===== src/rtl/knn_seq_ctrl_pkg.sv =====
// knn_seq_ctrl_pkg: shared definitions for the KNN sequencer.
//   - Default run geometry (points per run, neighbour slots).
//   - Sequencer state encoding (4 bits).
package knn_seq_ctrl_pkg;

    localparam int unsigned KNN_N_POINTS_DEFAULT = 16;
    localparam int unsigned KNN_K_DEFAULT        = 4;

    typedef enum logic [3:0] {
        StIdle   = 4'd0,
        StClear  = 4'd1,
        StFetch  = 4'd2,
        StLaunch = 4'd3,
        StWait   = 4'd4,
        StCmp    = 4'd5,
        StIns    = 4'd6,
        StNext   = 4'd7,
        StDone   = 4'd8
    } knn_state_e;

endpackage


===== src/rtl/knn_seq_ctrl.sv =====
// knn_seq_ctrl: top-level sequencer of the KNN accelerator datapath.
// On start it clears the neighbour list, then for every stored point fetches it, launches the
// distance unit, waits for the result, scans the K neighbour slots in order and either inserts
// the point or discards it. All outputs are registered Moore outputs.
//
// Ports:
//   clk, rst_n      clock, asynchronous active-low reset
//   start_i         run request, only honoured while idle
//   busy_o, done_o  run in progress / one-cycle end-of-run pulse
//   mem_rd_en_o, mem_addr_o     data-memory read of the current point
//   dist_start_o, dist_valid_i  distance unit launch / result ready
//   cmp_idx_o, cmp_less_i       slot being compared / new distance strictly less than it
//   nb_clr_o, nb_ins_o, nb_ins_idx_o, nb_fill_o  neighbour-list control and fill level
//   perf_cycles_o   busy-cycle counter (only with KNN_PERF_CNT_EN defined)
//
// Build option: define KNN_PERF_CNT_EN to add the saturating perf_cycles_o counter.
module knn_seq_ctrl
    import knn_seq_ctrl_pkg::*;
#(
    parameter int unsigned N_POINTS = KNN_N_POINTS_DEFAULT,
    parameter int unsigned K        = KNN_K_DEFAULT,
    parameter int unsigned IDX_W    = $clog2(N_POINTS),
    parameter int unsigned SLOT_W   = $clog2(K)
) (
    input  logic              clk,
    input  logic              rst_n,
    input  logic              start_i,
    output logic              busy_o,
    output logic              done_o,
    output logic              mem_rd_en_o,
    output logic [IDX_W-1:0]  mem_addr_o,
    output logic              dist_start_o,
    input  logic              dist_valid_i,
    output logic [SLOT_W-1:0] cmp_idx_o,
    input  logic              cmp_less_i,
    output logic              nb_clr_o,
    output logic              nb_ins_o,
    output logic [SLOT_W-1:0] nb_ins_idx_o,
`ifdef KNN_PERF_CNT_EN
    output logic [31:0]       perf_cycles_o,
`endif
    output logic [SLOT_W:0]   nb_fill_o
);

    knn_state_e        state_q, state_d;
    logic [IDX_W-1:0]  pt_idx_q, pt_idx_d;
    logic [SLOT_W-1:0] slot_q, slot_d;
    logic [SLOT_W:0]   fill_q, fill_d;

    logic              busy_q, done_q, mem_rd_en_q, dist_start_q, nb_clr_q, nb_ins_q;
    logic [IDX_W-1:0]  mem_addr_q;
    logic [SLOT_W-1:0] nb_ins_idx_q;

    logic slot_empty, slot_last, pt_last, fill_full;

    assign slot_empty = ({1'b0, slot_q} >= fill_q);
    assign slot_last  = (slot_q == SLOT_W'(K - 1));
    assign pt_last    = (pt_idx_q == IDX_W'(N_POINTS - 1));
    assign fill_full  = (fill_q == (SLOT_W + 1)'(K));

    always_comb begin
        state_d  = state_q;
        pt_idx_d = pt_idx_q;
        slot_d   = slot_q;
        fill_d   = fill_q;
        unique case (state_q)
            StIdle: begin
                if (start_i) state_d = StClear;
            end
            StClear: begin
                pt_idx_d = '0;
                fill_d   = '0;
                state_d  = StFetch;
            end
            StFetch:  state_d = StLaunch;
            StLaunch: state_d = StWait;
            StWait: begin
                if (dist_valid_i) begin
                    slot_d  = '0;
                    state_d = StCmp;
                end
            end
            StCmp: begin
                // An empty slot takes the point regardless of cmp_less_i; equal distances
                // never displace, so the earlier point keeps its slot.
                if (slot_empty || cmp_less_i) begin
                    state_d = StIns;
                end else if (slot_last) begin
                    state_d = StNext;
                end else begin
                    slot_d = slot_q + 1'b1;
                end
            end
            StIns: begin
                if (!fill_full) fill_d = fill_q + 1'b1;
                state_d = StNext;
            end
            StNext: begin
                if (pt_last) begin
                    state_d = StDone;
                end else begin
                    pt_idx_d = pt_idx_q + 1'b1;
                    state_d  = StFetch;
                end
            end
            StDone:  state_d = StIdle;
            default: state_d = StIdle;
        endcase
    end

    // Outputs are decoded from the next state so they line up with the state register.
    always_ff @(posedge clk or negedge rst_n) begin
        if (!rst_n) begin
            state_q      <= StIdle;
            pt_idx_q     <= '0;
            slot_q       <= '0;
            fill_q       <= '0;
            busy_q       <= 1'b0;
            done_q       <= 1'b0;
            mem_rd_en_q  <= 1'b0;
            mem_addr_q   <= '0;
            dist_start_q <= 1'b0;
            nb_clr_q     <= 1'b0;
            nb_ins_q     <= 1'b0;
            nb_ins_idx_q <= '0;
        end else begin
            state_q      <= state_d;
            pt_idx_q     <= pt_idx_d;
            slot_q       <= slot_d;
            fill_q       <= fill_d;
            busy_q       <= (state_d != StIdle);
            done_q       <= (state_d == StDone);
            mem_rd_en_q  <= (state_d == StFetch);
            mem_addr_q   <= (state_d == StFetch) ? pt_idx_d : '0;
            dist_start_q <= (state_d == StLaunch);
            nb_clr_q     <= (state_d == StClear);
            nb_ins_q     <= (state_d == StIns);
            nb_ins_idx_q <= (state_d == StIns) ? slot_d : '0;
        end
    end

    assign busy_o       = busy_q;
    assign done_o       = done_q;
    assign mem_rd_en_o  = mem_rd_en_q;
    assign mem_addr_o   = mem_addr_q;
    assign dist_start_o = dist_start_q;
    assign cmp_idx_o    = slot_q;
    assign nb_clr_o     = nb_clr_q;
    assign nb_ins_o     = nb_ins_q;
    assign nb_ins_idx_o = nb_ins_idx_q;
    assign nb_fill_o    = fill_q;

`ifdef KNN_PERF_CNT_EN
    logic [31:0] perf_q, perf_d;

    always_comb begin
        perf_d = perf_q;
        if (state_q == StIdle && start_i) begin
            perf_d = '0;
        end else if (busy_q && (perf_q != '1)) begin
            perf_d = perf_q + 32'd1;
        end
    end

    always_ff @(posedge clk or negedge rst_n) begin
        if (!rst_n) perf_q <= '0;
        else        perf_q <= perf_d;
    end

    assign perf_cycles_o = perf_q;
`endif

endmodule

===== config.mk =====
export PLATFORM = sky130hd
export DESIGN_NAME = knn_seq_ctrl
export DESIGN_NICKNAME = d
export VERILOG_FILES = /design/src/rtl/knn_seq_ctrl_pkg.sv /design/src/rtl/knn_seq_ctrl.sv
export SDC_FILE = /design/constraint.sdc
export NUM_CORES = 1
export LEC_CHECK = 0
export ABC_AREA = 0
export CAP_MARGIN = 20
export CORE_AREA = 2 2 52 54
export CTS_CLUSTER_SIZE = 8
export DETAILED_ROUTE_END_ITERATION = 10
export DIE_AREA = 0 0 54 56
export GPL_ROUTABILITY_DRIVEN = 1
export PLACE_DENSITY = 0.76
export SYNTH_ARGS = -nofsm -noshare
export SYNTH_HDL_FRONTEND = slang
export SYNTH_SLANG_ARGS = --single-unit

===== constraint.sdc =====
create_clock -name clk -period 2 [get_ports clk]
set_input_delay 0.4 -clock clk [delete_from_list [all_inputs] [get_ports clk]]
set_output_delay 0.4 -clock clk [all_outputs]
set_load 0.05 [all_outputs]

; Word-level counts from Yosys, hierarchy flattened
; Cells that the tools add are included.
[word_totals]
word_cells = 53
in_bits = 5
regBits = 25
[classes]
n_mux = 16
reduce_logical = 5
n_lt_le_gt_ge = 1
add_sub_neg = 3
eq_ne = 16
[ops]
columns = operator, n
row1 = $pmux 4 s8, 1
row2 = $mux 4, 7
row3 = $eq 4x3->1 const B, 5
row4 = $eq 4x2->1 const B, 4
row5 = $eq 4x1->1 const B, 2
row6 = $eq 4x4->1 const B, 2
row7 = $mux 2, 4
row8 = $pmux 4 s2, 1
row9 = $pmux 3 s2, 1
row10 = $add 4x1->4 const B, 1
row11 = $logic_not 4->1, 1
row12 = $pmux 2 s2, 1
row13 = $reduce_bool 4->1, 1
row14 = $add 3x1->3 const B, 1
row15 = $eq 3x3->1 const B, 1
row16 = $ge 2x3->1, 1
row17 = $mux 3, 1
row18 = $add 2x1->2 const B, 1
row19 = $eq 2x2->1 const B, 1
row20 = $ne 2x2->1 const B, 1
row21 = $reduce_and 2->1, 1
row22 = $reduce_bool 2->1, 1
row23 = $logic_or 1x1->1, 1

; Logic depth before layout (Yosys ltp)
[depth]
depth_word = 6
depth_mapped = 7
depth_no_buf = 7

; Worst setup path before layout
; Ideal clock, no wire load.
[synth_path]
kind = flip-flop to flip-flop
start = register slot_q[0], in the netlist cmp_idx_o[0]
end = register busy_q, in the netlist busy_o
setup_ps = 138
period_less_slack_ps = 2180
path_stages_with_launch = 7
path_buffers = 0
setup_slack_ps = -180
arrival_ps = 2041
required_ps = 1862
path_cell_list = dfrtp_1 -> inv_1 -> ha_1 -> nand2b_1 -> a211oi_1 -> o21ai_2 -> or4_1
[synth_via]
elab_chain_len = 5
word_cells_on_any_way = 7
classes_between = order compare: 1 / eq/ne: 1 / mux: 3 / reduce/logical: 2
[synth_rtl]
columns = item, line
row1 = "start, declared", knn_seq_ctrl.sv:47  ; logic [SLOT_W-1:0] slot_q, slot_d;
row2 = "start signal, assigned", knn_seq_ctrl.sv:129  ; slot_q <= slot_d;
row3 = $ge 2x3->1 or $eq 2x2->1 (tied branches), "knn_seq_ctrl.sv:56, knn_seq_ctrl.sv:57"
row4 = $logic_or 1x1->1 or $mux 4 (tied branches), "knn_seq_ctrl.sv:86, knn_seq_ctrl.sv:88"
row5 = $mux 4 (*), knn_seq_ctrl.sv:86  ; if (slot_empty || cmp_less_i) begin
row6 = $pmux 4 s8 (*), knn_seq_ctrl.sv:66  ; unique case (state_q)
row7 = net state_d[1], knn_seq_ctrl.sv:45  ; knn_state_e state_q, state_d;
row8 = $reduce_bool 4->1 (*), knn_seq_ctrl.sv:131  ; busy_q <= (state_d != StIdle);
row9 = "end signal, assigned", knn_seq_ctrl.sv:131
row10 = "end, declared", knn_seq_ctrl.sv:50  ; logic busy_q, done_q, mem_rd_en_q, dist_start_q, nb_clr_q, nb_ins_q;
; Mark *: on every way through the listed nets, which the timed path passes. The rest lies on a longest branch.
; A chain may end at the register's enable or synchronous reset.

; Worst setup path after layout
[layout_path]
start = register fill_q[0], in the netlist nb_fill_o[0]
end = output nb_fill_o[0]
[layout_lines]
columns = item, line
row1 = "start, declared", knn_seq_ctrl.sv:48  ; logic [SLOT_W:0] fill_q, fill_d;
row2 = "start signal, assigned", knn_seq_ctrl.sv:130  ; fill_q <= fill_d;
row3 = "end, declared", knn_seq_ctrl.sv:42  ; output logic [SLOT_W:0] nb_fill_o
; No word-level cell between the ends.

==> metrics.log <==
[metrics] average detailed-routed wire length per instance: 14.15 um
[metrics] setup violation total in the final timing report: 0
[metrics] final design area excluding fillers: 1494 um^2
[metrics] required time of the worst setup path: around 1600 ps
[metrics] Async S/R FF share, synth: between 90% and 100%
[metrics] number of antenna violations at the first check in global routing: 0
[metrics] detailed-placement wirelength estimate: about 1700 um
[metrics] instance count of the mapped netlist: roughly 110
[metrics] fraction of final layout cells with drive strength greater than 1: 12.69%
[metrics] PortBufs: 21
[metrics] worst relative slew slack: 65.71%
[metrics] Yosys warnings: 0
[metrics] FMAX: 516.0 MHz
[metrics] commonest register cell after synthesis: sky130_fd_sc_hd__dfrtp_1
[metrics] # hold bufs at CTS: 0
[metrics] net count after synthesis: 121
[metrics] area growth from synthesis to layout: 22.84%
[metrics] setup bufs post-CTS: 0
[metrics] worst setup slack before clock tree synthesis: -18.63 ps
[metrics] Filler cells: 197
[metrics] endpoints failing hold: 0
[metrics] category of the critical setup timing path: flip-flop to output pin
[metrics] switching power of the nets: between 900 and 1000 uW
[metrics] net switching share of the total power: a little under half
[metrics] Yosys top cell area share: around 50%
[metrics] Post-Route Skew: 13.39 ps
[metrics] maximum number of pins on one net before global-route repair: 26
[metrics] crit path max-delay cell type: sky130_fd_sc_hd__clkdlybuf4s50_1
[metrics] Clock transition at path regs: ~130 ps
[metrics] global-route wire length before repair: around 4000 um
[metrics] number of distinct library cell variants in the gate-level netlist after synthesis: 38
[metrics] detail-routed via count per cell: about 5.4
[metrics] post-layout minimum cycle time: 1938 ps
[metrics] top-level port count: 22
[metrics] leading cell types by total area after synthesis: sky130_fd_sc_hd__dfrtp_1, sky130_fd_sc_hd__ha_1, sky130_fd_sc_hd__nor2b_1
[metrics] drt first-iter violations: 10
[metrics] Core Area: 2432 um^2
[metrics] setup repair after global routing missed its margin: true
[metrics] combinational cell fraction of total power: 51.4%
[metrics] total CTS buffers: 3
[metrics] class of the most critical hold timing path: input port to asynchronous set/reset pin
[metrics] non-filler instance count after layout: 164
[metrics] area used by sequential logic in the layout: ~630 um^2
[metrics] peak fanout along the critical path: 5
[metrics] cell taking the most area after synthesis: sky130_fd_sc_hd__dfrtp_1
[metrics] antenna diode count: 0
[metrics] arrival time reported for the critical path endpoint: 1540 ps
[metrics] Row Count: 18
[metrics] Die Footprint: between 3000 and 4000 um^2
[metrics] Avg Cell Area, Syn: 10.96 um^2
[metrics] post-synthesis sequential area ratio: between 50 and 60%
[metrics] total congestion overflow after global routing: 0
[metrics] via count of the first global-routing pass: around 950
[metrics] type of element capturing the critical path: output pin
[metrics] DRC Markers: 0
[metrics] Least-Margin Pin Slew: 513.6 ps
[metrics] number of synthesized register bits: 25
[metrics] Overall Global Routing Usage: between 10% and 20%
[metrics] leading cell types in the layout, fill and taps excluded: sky130_fd_sc_hd__dfrtp_1, sky130_fd_sc_hd__clkdlybuf4s50_1, sky130_fd_sc_hd__nor2_1
[metrics] cells traversed along the worst timing path: clkdlybuf4s50_1
[metrics] Leak Pwr: 0.0007232 uW
[metrics] dpl cells: 160
[metrics] netlist area before placement: 1216 um^2
[metrics] Routed Wire Length: roughly 2300 um
[metrics] final worst setup slack: slightly above 60 ps
[metrics] number of maximum-capacitance constraint violations: 0
[metrics] number of synthesized flops with an enable pin: 0
[metrics] clock tree from TritonCTS: done
[metrics] H-tree depth: 1
[metrics] clk sinks: 25
[metrics] maximum VDD drop: ~0.91 mV
[metrics] vias after detailed routing: a little under 900
[metrics] count of cells resized by post-cts repair: 0
[metrics] routability congestion estimate from global placement: approximately 0.74
[metrics] number of detailed-routing iterations run before antenna repair: 4
[metrics] internal power consumption: roughly 1100 uW
[metrics] sequential share of power: about two fifths
[metrics] power density cells: around 1400 nW/um^2
[metrics] area of placed instances: roughly 1500 um^2
[metrics] share of the clock period used by the worst path after layout: 96.89%
[metrics] max-slew violation count: 0
[metrics] source-to-sink clock delay at the later pin of the worst-skew pair: 320 ps
[metrics] die height: about 56 um
[metrics] Clk network pwr share: a little over a tenth
[metrics] maximum single-stage delay on the critical path: 810 ps
[metrics] starting utilization of the core area: ~50%
[metrics] family with the most delay on the worst path: buffers and inverters
[metrics] CTS root buf: sky130_fd_sc_hd__clkbuf_4
[metrics] status: finished, final reports clean
[metrics] number of nets with antenna violations after routing: 0
[metrics] total area of multi-input combinational cells: ~540 um^2
[metrics] Buf+Inv Stages, Crit Path: 1
[metrics] most common library cell in the layout ignoring fill and taps: sky130_fd_sc_hd__dfrtp_1
[metrics] clk buf depth: 2
[metrics] kind of start point of the critical path: flip-flop
[metrics] final-stage net count: 145
[metrics] width of the chip: between 50 and 60 um
-- layer usage --
metal | part of all wire [%] | GRT usage (%) | up-vias
li1 | - | - | 434
met3 | 3.1 | 3.495 | 5
met1 | 46 | 22.74 | 431
met5 | 0 | 0 | -
met4 | 2.0 | 9.286 | 0
met2 | 49 | 28.22 | 22
-- cell families after synthesis --
| logic type | share of synthesized area, % |
|---|---|
| AND/OR/NAND/NOR | 22.84 |
| flip-flops | 51.44 |
| AO/OA/AOI/OAI | 12.76 |
| buffers and inverters | 4.732 |
| adder cells (fa/ha/maj) | 5.144 |
| XOR/XNOR | 2.161 |
| multiplexers | 0.9259 |
-- stage by stage --
stage,hold WS (ps),TNS (ps),util (%),total power (uW)
finish,425.3,0,61.42,2123
global route,463.9,-45.16,61.42,2274
global placement,493.1,0,60.03,1869
detailed placement,492.5,-18.63,60.03,1912
floorplan,104.4,0,-,1626
CTS,435.7,0,61.11,2135
-- final cells by class --
type                       instances  share of cell area (%)
clock buffer                       4                   1.759
timing repair buffer              23                   15.58
tap                               30                   2.513
inverter                           6                   1.508
sequential                        25                   42.21
multi-input combinational         76                   36.43
-- power groups by stage --
stage               Sequential (uW)  Clock [uW]  Combinational (uW)
finish                          810         221                1090
detailed placement              818           0                1090
floorplan                      1010           0                 614
CTS                             809         229                1100
global route                    836         241                1200
global placement                810           0                1060
-- final timing paths --
path	end	cells after the start	from	slack [ps]
worst min register to register	mem_addr_o[0]	1	pt_idx_q[0]	520
max in group asynchronous	nb_fill_o[1]	2	rst_n	1300
worst max-delay path	nb_fill_o[0]	1	nb_fill_o[0]	60
min in group clk	mem_addr_o[0]	1	pt_idx_q[0]	520
worst max register to register	nb_ins_idx_o[0]	7	cmp_idx_o[0]	80
worst min-delay path	state_q[2]	2	rst_n	430
-- sequential cells by signal (all words and copies together) (netlist names) --
register	count
nb_fill_o	3
nb_clr_o	1
nb_ins_o	1
pt_idx_q	4
mem_addr_o	4
state_q	4
cmp_idx_o	2
busy_o	1
nb_ins_idx_o	2
mem_rd_en_o	1
dist_start_o	1
done_o	1
-- synthesized netlist by cell type (2+ instances only) --
library cell and number:
sky130_fd_sc_hd__o21ai_0 3, sky130_fd_sc_hd__a211oi_1 2, sky130_fd_sc_hd__nor2b_1 7, sky130_fd_sc_hd__dfrtp_1 25
sky130_fd_sc_hd__a21oi_1 4, sky130_fd_sc_hd__inv_1 6, sky130_fd_sc_hd__ha_1 5, sky130_fd_sc_hd__xor2_1 2
sky130_fd_sc_hd__nor4_1 2, sky130_fd_sc_hd__nand2b_1 4, sky130_fd_sc_hd__buf_6 2, sky130_fd_sc_hd__and3_1 2
sky130_fd_sc_hd__a21o_1 3, sky130_fd_sc_hd__nand3_1 3, sky130_fd_sc_hd__nand2_1 7, sky130_fd_sc_hd__nor2_1 10
sky130_fd_sc_hd__nor3_1 3
No activity file was read; power rests on OpenSTA's default activity.
